<file path="src/rtl/mem_loader.sv">
// Program loader and RAM-port arbiter: streams a byte image into RAM from address 0,
// then hands the RAM port to the processor core and raises run.
module mem_loader #(
  parameter int ADDR_W = 8,
  parameter int DATA_W = 8,
  parameter int DEPTH  = 256
) (
  input  logic              clk,
  input  logic              rst,
  input  logic              in_valid,
  input  logic [DATA_W-1:0] in_data,
  input  logic              in_last,
  output logic              in_ready,
  input  logic              start_load,
  input  logic [ADDR_W-1:0] cpu_A,
  input  logic [DATA_W-1:0] cpu_WD,
  input  logic              cpu_WE,
  output logic [ADDR_W-1:0] mem_A,
  output logic [DATA_W-1:0] mem_WD,
  output logic              mem_WE,
  output logic              run,
  output logic [ADDR_W:0]   load_count,
  output logic              full
);

  localparam logic [1:0] ST_LOAD  = 2'd0;
  localparam logic [1:0] ST_DRAIN = 2'd1;
  localparam logic [1:0] ST_RUN   = 2'd2;

  logic [1:0]        state_q, state_d;
  logic [ADDR_W-1:0] ptr_q, ptr_d;
  logic [ADDR_W-1:0] wr_addr_q, wr_addr_d;
  logic [DATA_W-1:0] wr_data_q, wr_data_d;
  logic              wr_en_q, wr_en_d;
  logic              run_q, run_d;
  logic [ADDR_W:0]   load_count_q, load_count_d;
  logic              full_q, full_d;

  logic xfer;
  logic at_end;

  // rst enters combinationally so in_ready is low for the whole reset window
  assign in_ready = (state_q == ST_LOAD) && rst;
  assign xfer     = in_valid && in_ready;
  assign at_end   = (ptr_q == ADDR_W'(DEPTH - 1));

  always_comb begin
    state_d      = state_q;
    ptr_d        = ptr_q;
    wr_addr_d    = wr_addr_q;
    wr_data_d    = wr_data_q;
    wr_en_d      = wr_en_q;
    run_d        = run_q;
    load_count_d = load_count_q;
    full_d       = full_q;
    case (state_q)
      ST_LOAD: begin
        wr_en_d = xfer;
        if (xfer) begin
          wr_addr_d    = ptr_q;
          wr_data_d    = in_data;
          load_count_d = load_count_q + 1'b1;
          if (in_last || at_end) begin
            state_d = ST_DRAIN;
            full_d  = at_end && !in_last;
          end else begin
            // pointer is held at the top address so it can never wrap
            ptr_d = ptr_q + 1'b1;
          end
        end
      end
      ST_DRAIN: begin
        wr_en_d = 1'b0;
        state_d = ST_RUN;
        run_d   = 1'b1;
      end
      ST_RUN: begin
        if (start_load) begin
          state_d      = ST_LOAD;
          ptr_d        = '0;
          load_count_d = '0;
          full_d       = 1'b0;
          run_d        = 1'b0;
          wr_en_d      = 1'b0;
        end
      end
      default: begin
        state_d = ST_LOAD;
        wr_en_d = 1'b0;
        run_d   = 1'b0;
      end
    endcase
  end

  always_ff @(posedge clk or negedge rst) begin
    if (!rst) begin
      state_q      <= ST_LOAD;
      ptr_q        <= '0;
      wr_addr_q    <= '0;
      wr_data_q    <= '0;
      wr_en_q      <= 1'b0;
      run_q        <= 1'b0;
      load_count_q <= '0;
      full_q       <= 1'b0;
    end else begin
      state_q      <= state_d;
      ptr_q        <= ptr_d;
      wr_addr_q    <= wr_addr_d;
      wr_data_q    <= wr_data_d;
      wr_en_q      <= wr_en_d;
      run_q        <= run_d;
      load_count_q <= load_count_d;
      full_q       <= full_d;
    end
  end

  // Core owns the RAM port only in RUN; its writes are dropped otherwise
  always_comb begin
    if (state_q == ST_RUN) begin
      mem_A  = cpu_A;
      mem_WD = cpu_WD;
      mem_WE = cpu_WE;
    end else begin
      mem_A  = wr_addr_q;
      mem_WD = wr_data_q;
      mem_WE = wr_en_q;
    end
  end

  assign run        = run_q;
  assign load_count = load_count_q;
  assign full       = full_q;

endmodule

</file>
<file path="config.mk">
export PLATFORM = sky130hd
export DESIGN_NAME = mem_loader
export DESIGN_NICKNAME = d
export VERILOG_FILES = /design/src/rtl/mem_loader.sv
export SDC_FILE = /design/constraint.sdc
export NUM_CORES = 1
export LEC_CHECK = 0
export CAP_MARGIN = 20
export CELL_PAD_IN_SITES_DETAIL_PLACEMENT = 0
export CELL_PAD_IN_SITES_GLOBAL_PLACEMENT = 1
export CORE_MARGIN = 2
export CORE_UTILIZATION = 36
export CTS_CLUSTER_SIZE = 8
export DETAILED_ROUTE_END_ITERATION = 10
export GPL_ROUTABILITY_DRIVEN = 0
export PLACE_DENSITY_LB_ADDON = 0.1
export SYNTH_ARGS = -nofsm -noshare
export SYNTH_HDL_FRONTEND = slang
export SYNTH_SLANG_ARGS = --single-unit
</file>
<file path="constraint.sdc">
create_clock -name clk -period 4.3 [get_ports clk]
set_clock_uncertainty 0.1 [all_clocks]
set_input_delay 0.86 -clock clk [delete_from_list [all_inputs] [get_ports clk]]
set_output_delay 0.86 -clock clk [all_outputs]
set_load 0.03 [all_outputs]
</file>
==> flow_summary.ini, run 1 <==
[cts]
clk_path_buf_depth = 2
ctsResizeCount = 0
cts_root_buf = clkbuf_8
clock_latency_ns = 0.30
cts_tree = built
cts-htree-levels = 2
ctsHoldBuffers = 0
clkTransAtPathRegs_ns = 0.07
cts_buffers = 5
cts_sinks = 38
post-cts-setup-buffer-count = 0

[finish]
drive_gt1_share_pct = 5.23
areaGrowthSynthToFinish_pct = 36.9
register_area_um2 = 951
num_antenna_cells = 0
num-fill-cells = 521
multi_input_area_um2 = 941
fin_nets = 337

[placement]
pre_cts_ws_ns = 1.17
hpwlAfterDp_um = 3420
port-buffer-count = 58

[sta]
hold_viol_final = 0
worstMarginPinSlew_ns = 0.905
min_period_ns = 3.41
period_share_pct = 79.3
slew_headroom_pct = 39.6
setup_viol = 0
fin_hold_ws_ns = 0.318
rsz0062_at_grt = no
finalWorstSetupSlack_ns = 0.890
fmax_ghz = 0.293
tns_ns = 0
drv_slew = 0

[global_routing]
grt_overflow = 0
grt_max_degree = 33
grt_pass1_vias = 1789
track_usage_pct = 17.6
antenna_found_initial = 0
grt_pass1_wl_um = 8520

[synth]
yosysMostFrequentCell = nand2_1
synth_top_area_share_pct = 48.1
ys_types = 33
synth_common_cells = nand2_1, dfrtp_1, o21ai_0
synth_edf_count = 0
netlist_area_um2 = 1980
ys_ff_latch = 38
ys_seq_area_share_pct = 48.1
synth_compound_area_share_pct = 13.7
yosys.area.top_type = dfrtp_1
synth_xor_area_share_pct = 0
ys.flop_type = dfrtp_1
ys_async_sr_fraction_pct = 100
synth.yosys.warnings = 0
synth_fa_ha_area_share_pct = 1.27
syn_area_per_cell_um2 = 7.91
synth_cells = 250
yosys.area_share.simple_pct = 31.5
synth_top_family_by_area = simple AND/OR/NAND/NOR gates
synth_nets = 282
synthMuxAreaShare_pct = 1.08
synthTopCellsByArea = dfrtp_1, nand2_1, o21ai_0

[routing]
viasPerCell = 4.84
vias = 1819
wl_per_cell_um = 13.5
wirelength_um = 5060
ant_nets = 0
first_pass_iters = 4
drt_iter0_drc = 75
drc = 0

[job]
cap_violations = 0

[floorplan]
row_count = 26
start_util_pct = 38.0
core_um2 = 5200
die_h_um = 78.1
die_w_um = 78.1
die_area_um2 = 6100
boundaryPins = 59

[worst_setup_path]
worst_ep_arrival_time_ns = 2.45
startpoint_type = flip-flop
critical_path.max_stage_delay_ns = 0.72
crit_path_max_fanout = 24
startpoint = state_q[1]
path_class = flip-flop to output pin
crit_top_cell = nand2_1
crit_path_cell_trace = nand2b_1 > nand2_1 > nand2_1 > clkdlybuf4s50_1
timing.rr.start = state_q[1]
end_kind = output pin
critical_path.slowest_cell = nand2b_1
critPathRequiredTime_ns = 3.34

[power_and_ir_drop]
powerDensity_nw_per_um2 = 529
ir_worst_vdd_v = 0.000240
power_leakage_nw = 1.29

[worst_hold_path]
hold_class = input pin to async pin

[run_status]
status = finished clean
[worst paths after layout]
path | depth (start not counted) | slack (ns) | end
max | 4 | 0.89 | mem_A[2]
min | 1 | 0.32 | state_q[0]
max reg2reg | 5 | 2.21 | full
min reg2reg | 2 | 0.38 | wr_data_q[3]
max in group asynchronous | 2 | 3.10 | wr_addr_q[3]
min in group clk | 2 | 0.38 | wr_data_q[3]
[through the flow]
stage	cell area [µm²]	util [%]	power, mW	instances
final	2710	52.0	1.43	376
after global routing	2710	52.0	1.53	376
after CTS	2710	52.0	1.45	376
after detailed placement	2600	50.0	1.15	368
after global placement	2600	50.0	1.14	368
after floorplan	1980	-	0.901	250
[worst max-delay path: cells and delay by family, from the launching register on]
| kind | cells | cell delay [ns] |
|---|---|---|
| simple gates | 3 | 0.97 |
| buf+inv | 1 | 0.66 |
| flops | 1 | 0.53 |
[power breakdown]
group / switching (mW) / leakage, nW / internal (mW) / total [mW]
Sequential: 0.0926 / 0.475 / 0.444 / 0.537
Clock: 0.129 / 0.0579 / 0.171 / 0.300
Combinational: 0.339 / 0.755 / 0.258 / 0.597
[cells by family after synthesis]
family / Yosys count
flops: 38
buf+inv: 18
compound gates: 45
fa+ha+maj: 2
mux: 2
simple gates: 145
[cell type report]
type,instances,area share (%)
clock buffers,5,2.54
clock inverters,3,1.48
inverters,4,0.554
multi-input cells,194,34.7
flip-flops and latches,38,35.1
well taps,70,3.23
repair buffers,62,22.4
[flip-flops by register name (all words and copies together), names as in the netlist]
signal	flops
run	1
wr_data_q	8
ptr_q	8
wr_addr_q	8
full	1
wr_en_q	1
load_count	9
state_q	2
[layer usage]
layer | global-route usage (%) | wire length, µm
met4 | 7.37 | 70
met3 | 3.10 | 280
met2 | 29.5 | 2340
met1 | 22.4 | 2360
met5 | 0 | 0
[placed cells by master (no fill, tap or decap), drive strengths merged, types with 3 or more instances in the layout]
| cell | instances |
|---|---|
| inv | 4 |
| nand3 | 7 |
| nand2 | 111 |
| nor2 | 6 |
| a21oi | 14 |
| clkbuf | 5 |
| and3 | 3 |
| o21a | 4 |
| nor2b | 3 |
| a31oi | 5 |
| and2 | 3 |
| buf | 5 |
| clkdlybuf4s50 | 57 |
| dfrtp | 38 |
| o21ai | 15 |
Power figures use the tool's default switching activity.
==> run 2: changes to the inputs <==
--- a/config.mk
+++ b/config.mk
@@ -9,7 +9,7 @@
 export CELL_PAD_IN_SITES_DETAIL_PLACEMENT = 0
 export CELL_PAD_IN_SITES_GLOBAL_PLACEMENT = 1
 export CORE_MARGIN = 2
-export CORE_UTILIZATION = 36
+export CORE_UTILIZATION = 30
 export CTS_CLUSTER_SIZE = 8
 export DETAILED_ROUTE_END_ITERATION = 10
 export GPL_ROUTABILITY_DRIVEN = 0
==> constraint.sdc (replaced) <==
create_clock -name clk -period 2.9 [get_ports clk]
set_clock_uncertainty 0.1 [all_clocks]
set_input_delay 0.58 -clock clk [delete_from_list [all_inputs] [get_ports clk]]
set_output_delay 0.58 -clock clk [all_outputs]
set_load 0.03 [all_outputs]
==> flow_summary.ini, run 2 (synthesis gave the netlist of run 1 again) <==
[sta]
fin_hold_ws_ns = 0.0442
min_period_ns = 2.71
setup_viol = 0
period_share_pct = 93.6
rsz0062_at_grt = no
tns_ns = 0
hold_viol_final = 0
worstMarginPinSlew_ns = 0.515
fmax_ghz = 0.368
slew_headroom_pct = 65.6
drv_slew = 0

[routing]
vias = 1793
ant_nets = 0
first_pass_iters = 4
drc = 0
wirelength_um = 4890
viasPerCell = 4.62
wl_per_cell_um = 12.6
drt_iter0_drc = 131

[finish]
drive_gt1_share_pct = 9.97
num-fill-cells = 671
fin_nets = 342
num_antenna_cells = 0
layout_common_cells = nand2_1, clkdlybuf4s50_1, dfrtp_1, buf_4, o21ai_0
final_common_cell = nand2_1
largest_reg_flops = 9
areaGrowthSynthToFinish_pct = 37.9

[global_routing]
track_usage_pct = 14.9
grt_pass1_wl_um = 8740
grt_overflow = 0
antenna_found_initial = 0
grt_pass1_vias = 1760
grt_max_degree = 32

[cts]
cts_root_buf = clkbuf_8
post-cts-setup-buffer-count = 0
clkTransAtPathRegs_ns = 0.08
cts_sinks = 38
clock_latency_ns = 0.29
cts_tree = built
ctsResizeCount = 0
clk_path_buf_depth = 2
cts-htree-levels = 2
ctsHoldBuffers = 0
cts_buffers = 5

[floorplan]
die_w_um = 85.2
row_count = 29
start_util_pct = 31.2
die_area_um2 = 7260
core_um2 = 6350
die_h_um = 85.2
boundaryPins = 59

[worst_setup_path]
crit_path_max_fanout = 17
end_kind = output pin
r2r_slack_ns = 0.94
timing.rr.start = ptr_q[0]
startpoint = state_q[0]
path_class = flip-flop to output pin
worst_ep_arrival_time_ns = 2.03
startpoint_type = flip-flop
critPathRequiredTime_ns = 2.22

[placement]
hpwlAfterDp_um = 3430
port-buffer-count = 58

[power_and_ir_drop]
power_leakage_nw = 1.32
powerDensity_nw_per_um2 = 754
p_sw_mw = 0.821
power_frac_clock_pct = 18.3
seqPwrFrac_pct = 38.4
p_int_mw = 1.24
switching_share_pct = 39.9
ir_worst_vdd_v = 0.000330
combPwrFrac_pct = 43.3

[run_status]
status = finished clean

[job]
cap_violations = 0

[worst_hold_path]
hold_class = input pin to async pin
-- run 2: changes by cell type in the layout (fill, tap and decap cells not counted) --
cell,delta
nor2b_2,+1
buf_12,+1
nor2b_1,-1
clkbuf_1,+1
clkbuf_8,+1
clkdlybuf4s50_1,-10
buf_4,+14
clkinv_2,-1
bufinv_16,-1
-- run 2: final cells by class --
| class | count | area, µm² | share of cell area (%) |
|---|---|---|---|
| flip-flops and latches | 38 | 951 | 34.9 |
| multi-input cells | 194 | 943 | 34.6 |
| repair buffers | 67 | 631 | 23.1 |
| well taps | 77 | 96.3 | 3.53 |
| clock buffers | 7 | 86.3 | 3.17 |
| inverters | 4 | 15.0 | 0.550 |
| clock inverters | 1 | 5.00 | 0.183 |
-- run 2: through the flow --
stage / worst slack (ns) / instance area (µm²) / cells / utilization (%) / power, mW
3_3_place_gp: 0.437 / 2640 / 380 / 41.5 / 1.70
4_1_cts: 0.163 / 2730 / 388 / 43.0 / 2.09
5_1_grt: 0.0391 / 2730 / 388 / 43.0 / 2.24
2_1_floorplan: 0.845 / 1980 / 250 / - / 1.34
3_5_place_dp: 0.428 / 2640 / 380 / 41.5 / 1.70
6_report: 0.185 / 2730 / 388 / 43.0 / 2.06
-- run 2: final timing paths --
kind                            cells past startpoint      endpoint
worst max-delay path                                5     mem_WD[4]
worst min-delay path                                1           run
worst max register to register                      5      ptr_q[5]
worst min register to register                      2  wr_data_q[1]
max in group asynchronous                           2      ptr_q[4]
min in group clk                                    2  wr_data_q[1]
-- run 2: metal layers --
metal | share of wire (%) | wire length [µm] | GRT usage (%)
met3 | 4.0 | 196 | 2.53
met1 | 50 | 2460 | 21.0
met4 | 0.92 | 45 | 4.33
met5 | 0 | 0 | 0
met2 | 45 | 2180 | 23.5
-- run 2: worst max-delay path, stage by stage, from the launching register on --
cell and delay (ns):
dfrtp_1 0.48, nor2b_2 0.29, buf_12 0.19, nand2_1 0.06, nand2_1 0.05, clkdlybuf4s50_1 0.66
-- run 2: power groups by stage --
stage               combinational (mW)  clock [mW]  sequential (mW)
detailed placement               0.905           0            0.798
global placement                 0.898           0            0.798
global route                     0.991       0.426            0.819
CTS                              0.907       0.396            0.789
floorplan                        0.486           0            0.850
finish                           0.891       0.376            0.789
==> run 3: changes to the inputs <==
--- a/config.mk
+++ b/config.mk
@@ -5,7 +5,6 @@
 export SDC_FILE = /design/constraint.sdc
 export NUM_CORES = 1
 export LEC_CHECK = 0
-export CAP_MARGIN = 20
 export CELL_PAD_IN_SITES_DETAIL_PLACEMENT = 0
 export CELL_PAD_IN_SITES_GLOBAL_PLACEMENT = 1
 export CORE_MARGIN = 2
==> results of run 3 <==
Same layout as run 2: the final DEF is identical, and so are final timing and power.
